===== src/rtl/fetch_unit_if.sv =====
// Fetch-stage bus bundle: instruction-memory request/response, redirect input
// and the valid/ready handshake toward decode.
//   master : fetch unit side (drives imem_addr and the if_* outputs)
//   slave  : environment side (memory, redirect source, decode)
interface fetch_unit_if #(
  parameter int unsigned XLEN = 32
);
  logic [XLEN-1:0] imem_addr;
  logic [XLEN-1:0] imem_data;
  logic            redirect_valid;
  logic [XLEN-1:0] redirect_pc;
  logic            id_ready;
  logic            if_valid;
  logic [XLEN-1:0] if_pc;
  logic [XLEN-1:0] if_instr;

  modport master (
    output imem_addr, if_valid, if_pc, if_instr,
    input  imem_data, redirect_valid, redirect_pc, id_ready
  );

  modport slave (
    input  imem_addr, if_valid, if_pc, if_instr,
    output imem_data, redirect_valid, redirect_pc, id_ready
  );
endinterface


===== src/rtl/fetch_unit.sv =====
// Instruction fetch stage. Owns the PC, addresses a synchronous instruction
// memory (one-cycle latency, no enable), pairs each returned word with its PC
// and hands it to decode over valid/ready. A one-entry hold buffer absorbs
// decode stalls; redirects squash the current output and restart fetch.
//
// Ports:
//   clk, rst         : clock, asynchronous active-high reset
//   bus (master)     : imem_addr/imem_data, redirect_valid/redirect_pc,
//                      id_ready, if_valid/if_pc/if_instr
//   perf_fetch_cnt   : transfers to decode        (FETCH_PERF_EN only)
//   perf_stall_cnt   : cycles valid but not ready (FETCH_PERF_EN only)
//
// Optional feature macro: FETCH_PERF_EN adds the two performance counters.
module fetch_unit #(
  parameter int unsigned     XLEN      = 32,
  parameter logic [XLEN-1:0] RESET_PC  = '0,
  parameter logic [XLEN-1:0] NOP_INSTR = XLEN'(32'h0000_0013)
) (
  input  logic        clk,
  input  logic        rst,
`ifdef FETCH_PERF_EN
  output logic [31:0] perf_fetch_cnt,
  output logic [31:0] perf_stall_cnt,
`endif
  fetch_unit_if.master bus
);

  localparam logic [XLEN-1:0] ALIGN_MASK = ~XLEN'(3);
  localparam logic [XLEN-1:0] BOOT_PC    = RESET_PC & ALIGN_MASK;

  typedef enum logic [1:0] {
    BOOT   = 2'd0,
    STREAM = 2'd1,
    HOLD   = 2'd2
  } state_t;

  state_t          state, state_d;
  logic [XLEN-1:0] req_pc, req_pc_d;
  logic [XLEN-1:0] hold_pc, hold_pc_d;
  logic [XLEN-1:0] hold_instr, hold_instr_d;
  logic [XLEN-1:0] redirect_aligned;
  logic [XLEN-1:0] req_pc_inc;

  assign redirect_aligned = bus.redirect_pc & ALIGN_MASK;
  // Wraps modulo 2^XLEN by construction.
  assign req_pc_inc       = req_pc + XLEN'(4);

  // State and PC registers.
  always_ff @(posedge clk or posedge rst) begin
    if (rst) begin
      state      <= BOOT;
      req_pc     <= BOOT_PC;
      hold_pc    <= '0;
      hold_instr <= '0;
    end else begin
      state      <= state_d;
      req_pc     <= req_pc_d;
      hold_pc    <= hold_pc_d;
      hold_instr <= hold_instr_d;
    end
  end

  // Next state, memory address and decode-facing outputs.
  always_comb begin
    state_d      = state;
    req_pc_d     = req_pc;
    hold_pc_d    = hold_pc;
    hold_instr_d = hold_instr;
    bus.imem_addr = req_pc;
    bus.if_valid  = 1'b0;
    bus.if_pc     = '0;
    bus.if_instr  = NOP_INSTR;

    if (bus.redirect_valid) begin
      // Squash whatever is presented and start fetching the target now.
      bus.imem_addr = redirect_aligned;
      req_pc_d      = redirect_aligned;
      hold_pc_d     = '0;
      hold_instr_d  = '0;
      state_d       = STREAM;
    end else begin
      unique case (state)
        BOOT: begin
          bus.imem_addr = BOOT_PC;
          req_pc_d      = BOOT_PC;
          state_d       = STREAM;
        end
        STREAM: begin
          bus.if_valid  = 1'b1;
          bus.if_pc     = req_pc;
          bus.if_instr  = bus.imem_data;
          bus.imem_addr = req_pc_inc;
          req_pc_d      = req_pc_inc;
          if (!bus.id_ready) begin
            // Capture the word now; the memory moves on to req_pc+4, which
            // HOLD keeps re-addressing so it is ready when decode frees up.
            hold_pc_d    = req_pc;
            hold_instr_d = bus.imem_data;
            state_d      = HOLD;
          end
        end
        HOLD: begin
          bus.if_valid = 1'b1;
          bus.if_pc    = hold_pc;
          bus.if_instr = hold_instr;
          if (bus.id_ready) begin
            state_d = STREAM;
          end
        end
        default: begin
          state_d = BOOT;
        end
      endcase
    end
  end

`ifdef FETCH_PERF_EN
  // Redirect cycles never count since if_valid is forced low there.
  always_ff @(posedge clk or posedge rst) begin
    if (rst) begin
      perf_fetch_cnt <= '0;
      perf_stall_cnt <= '0;
    end else begin
      if (bus.if_valid && bus.id_ready) begin
        perf_fetch_cnt <= perf_fetch_cnt + 32'd1;
      end
      if (bus.if_valid && !bus.id_ready) begin
        perf_stall_cnt <= perf_stall_cnt + 32'd1;
      end
    end
  end
`endif

endmodule


===== src/flat_wrapper.sv =====
// flat-port wrapper written by rule: the top's interface ports become plain ports
module fetch_unit_flat 
#(
  parameter int unsigned     XLEN      = 32,
  parameter logic [XLEN-1:0] RESET_PC  = '0,
  parameter logic [XLEN-1:0] NOP_INSTR = XLEN'(32'h0000_0013)
)
  (clk, rst, bus_imem_addr, bus_if_valid, bus_if_pc, bus_if_instr, bus_imem_data, bus_redirect_valid, bus_redirect_pc, bus_id_ready);
  fetch_unit_if #(.XLEN(XLEN)) bus_i ();
  input  logic clk;
  input  logic rst;
  output wire logic [$bits(bus_i.imem_addr)-1:0] bus_imem_addr;
  output wire logic [$bits(bus_i.if_valid)-1:0] bus_if_valid;
  output wire logic [$bits(bus_i.if_pc)-1:0] bus_if_pc;
  output wire logic [$bits(bus_i.if_instr)-1:0] bus_if_instr;
  input wire logic [$bits(bus_i.imem_data)-1:0] bus_imem_data;
  input wire logic [$bits(bus_i.redirect_valid)-1:0] bus_redirect_valid;
  input wire logic [$bits(bus_i.redirect_pc)-1:0] bus_redirect_pc;
  input wire logic [$bits(bus_i.id_ready)-1:0] bus_id_ready;
  assign bus_imem_addr = bus_i.imem_addr;
  assign bus_if_valid = bus_i.if_valid;
  assign bus_if_pc = bus_i.if_pc;
  assign bus_if_instr = bus_i.if_instr;
  assign bus_i.imem_data = bus_imem_data;
  assign bus_i.redirect_valid = bus_redirect_valid;
  assign bus_i.redirect_pc = bus_redirect_pc;
  assign bus_i.id_ready = bus_id_ready;
  fetch_unit #(.XLEN(XLEN), .RESET_PC(RESET_PC), .NOP_INSTR(NOP_INSTR)) u_core (.clk(clk), .rst(rst), .bus(bus_i));
endmodule

===== config.mk =====
export PLATFORM = sky130hd
export DESIGN_NAME = fetch_unit_flat
export DESIGN_NICKNAME = d
export VERILOG_FILES = /design/src/rtl/fetch_unit_if.sv /design/src/rtl/fetch_unit.sv /design/src/flat_wrapper.sv
export SDC_FILE = /design/constraint.sdc
export NUM_CORES = 1
export LEC_CHECK = 0
export ABC_AREA = 1
export CAP_MARGIN = 30
export CORE_MARGIN = 5
export CORE_UTILIZATION = 48
export DETAILED_ROUTE_END_ITERATION = 7
export HOLD_SLACK_MARGIN = 0.05
export PLACE_DENSITY_LB_ADDON = 0.3
export SYNTH_ARGS = -nofsm -noshare
export SYNTH_HDL_FRONTEND = slang
export SYNTH_SLANG_ARGS = --single-unit

===== constraint.sdc =====
create_clock -name clk -period 4 [get_ports clk]
set_input_delay 1 -clock clk [delete_from_list [all_inputs] [get_ports clk]]
set_output_delay 1 -clock clk [all_outputs]
set_load 0.005 [all_outputs]

==> run metrics <==
Max Cap Viol 0; pin count of the biggest net entering global routing 65; Area contributors post-synth dfrtp_1 44%, nand2_1 16%, o22ai_1 7.4%; Worst-path clk slew 60 ps; count leader, synth nand2_1; Worst Hold Path EP u_core.hold_instr[4]$_DFFE_PP0P_; Post-synth EDFFs 0; Worst R2R End u_core.hold_instr[7]$_DFFE_PP0P_; Final ANT Viol Nets 0; Syn Area/Cell between 7 and 8 sq um; Via density 5.41; Tot Pwr 3.23 mW; RSZ-0062 raised after global routing no; P per Cell Area 419 nW/um^2; Cell Rows 39; # setup viols final 0; fmax 0.261 GHz; CP Capture Type output pin; Post-Synthesis Cell Area about 5600 sq um; Post-synth top flop dfrtp_1; worst min path class reg2reg; WP data arrival approximately 2800 ps; P_leak between 3 and 4 nW; # diodes 0; setup slack, reg-to-reg between 1500 and 2000 ps; worst-skew pair later-pin latency between 300 and 400 ps; total CTS buffers 9; startpoint type of the worst setup path input port; hold depth 2; share of the synthesized area in the top cell type 0.437; Layout Utilization 0.676; post-synth cell types 33; Layout Nets 987; Synth area leader dfrtp_1; clk_skew 7.81 ps; Worst R2R Path Depth 7; first-pass GRT wire length roughly 28 mm; Final period util 0.959; CTS tree yes; share of cells above drive strength 1 0.0664; critical path class in2out; total wire length around 16 mm; most frequent cells after synthesis 238 x nand2_1, 98 x dfrtp_1, 98 x inv_1, 75 x a21oi_1, 66 x o22ai_1; GRT Total Usage 0.237; initial antenna violation count 0; Reg-to-Reg Start u_core.state[1]$_DFFE_PP0P_; GR Overflow Total 0; Final Hold Fails 0; Yosys Warn Count 0; Post-Syn Nets 841; hpwl dp 11.7 mm; DRT iter0 DRCs 584; status finished clean; Seq cells post-synth 98; synth-to-layout area growth 37.6%; Vias approximately 5700; routed len/inst 15.5 microns; min-delay src u_core.hold_instr[4]$_DFFE_PP0P_; post-synthesis sequential area ratio 0.437; async set or reset register ratio after synthesis 1.00; Synth Instances 769; peak supply drop approximately 240 uV; min cycle time layout roughly 3800 ps; Setup TNS 0 ps; Slew @ Worst Pin 701 ps; Buffers on Ports about 160; chip width 118 microns; Max Slew Vio Count 0; die height 118 microns; drt first pass iters 5; Max clock buf depth 2; core area 11400 sq um; vias in the first global route 5498; Max-Slew Margin vs Limit 0.533; Starting Density 0.491; Ports 165; Worst Path Required 3000 ps; crit path max fanout 27; CTS Root Cell clkbuf_16; clock sink count ~100; DRC 0; Die ar. 13900 sq um; gpl congestion 0.941; H-tree depth 3
==> worst max-delay path, stage by stage <==
cell             delay (ps)
clkdlybuf4s50_1         490
inv_1                   200
buf_12                  210
nand2_1                  60
o21ai_0                 290
clkdlybuf4s50_1         570
==> cell families (layout without fill, tap and decap cells) <==
logic type / after synthesis / in the layout / share of synthesized area
AO/OA/AOI/OAI: 177 / 177 / 0.179
adder cells (fa/ha/maj): 4 / 4 / 0.00892
buffers and inverters: 144 / 294 / 0.106
flip-flops: 98 / 98 / 0.437
AND/OR/NAND/NOR: 346 / 346 / 0.269
==> routing by layer <==
| layer | routed length (microns) | GRT usage |
|---|---|---|
| met2 | 7710 | 0.377 |
| met5 | 0 | 0 |
| met4 | 258 | 0.0581 |
| met1 | 7360 | 0.337 |
| met3 | 1170 | 0.0394 |
==> placed cells by master, fill, tap and decap left out, types with 2 or more instances in the layout <==
master           count
clkbuf_16            9
nand2_4              2
nor3_1               5
ha_1                 2
nand2_1            237
o211ai_1             6
a22oi_1              4
clkdlybuf4s50_1    162
o22ai_1             66
a21oi_1             75
nand2_2              6
inv_2                4
nand4_1             10
nand3_1             34
clkbuf_8             3
buf_12               4
nor2_4               7
o21ai_1              2
nor2_2               5
buf_4               11
o21ai_0             21
inv_1               96
nor2_1              35
dfrtp_1             98
==> report_power, final <==
| part | switching [mW] | internal (mW) |
|---|---|---|
| sequential | 0.107 | 1.11 |
| clock | 0.360 | 0.532 |
| combinational | 0.627 | 0.500 |
| total | 1.09 | 2.14 |
==> sequential cells by signal (all words and copies together), names as in the netlist <==
name / flops
u_core.hold_instr: 32
u_core.hold_pc: 32
u_core.req_pc: 32
u_core.state: 2
==> worst max-delay path by stage <==
| stage | from | to | slack, ps | depth (start not counted) |
|---|---|---|---|---|
| after global routing | bus_redirect_valid | bus_imem_addr[23] | 60 | 8 |
| after floorplan | rst | u_core.hold_instr[0]$_DFFE_PP0P_ | 440 | 1 |
| after global placement | bus_redirect_valid | bus_imem_addr[11] | 210 | 6 |
| after detailed placement | bus_redirect_valid | bus_imem_addr[11] | 180 | 6 |
| final | bus_redirect_valid | bus_imem_addr[11] | 170 | 6 |
| after CTS | u_core.state[1]$_DFFE_PP0P_ | bus_imem_addr[11] | 160 | 9 |
==> area by class of cell <==
| type | instances | area [sq um] |
|---|---|---|
| clock buffers | 13 | 270 |
| clock inverters | 2 | 35.0 |
| fillers | 970 | 3700 |
| inverters | 101 | 382 |
| multi-input cells | 527 | 2590 |
| flip-flops and latches | 98 | 2450 |
| well taps | 143 | 179 |
| repair buffers | 178 | 1810 |
==> per-stage QoR <==
stage                     cells  hold slack [ps]  cell area [sq um]  setup slack (ps)
final                      1062              528               7720               166
after floorplan             769              478               5610               438
after CTS                  1062              531               7710               155
after global routing       1062              545               7720              65.0
after detailed placement   1047              516               7400               182
after global placement     1046              501               7370               211
==> repair_timing <==
item,in CTS,in global routing
buffers inserted,0,0
gates resized for setup,0,1
setup endpoints to repair,0,1
hold buffers,0,0
Note: power is estimated with default switching activity, not from simulation.
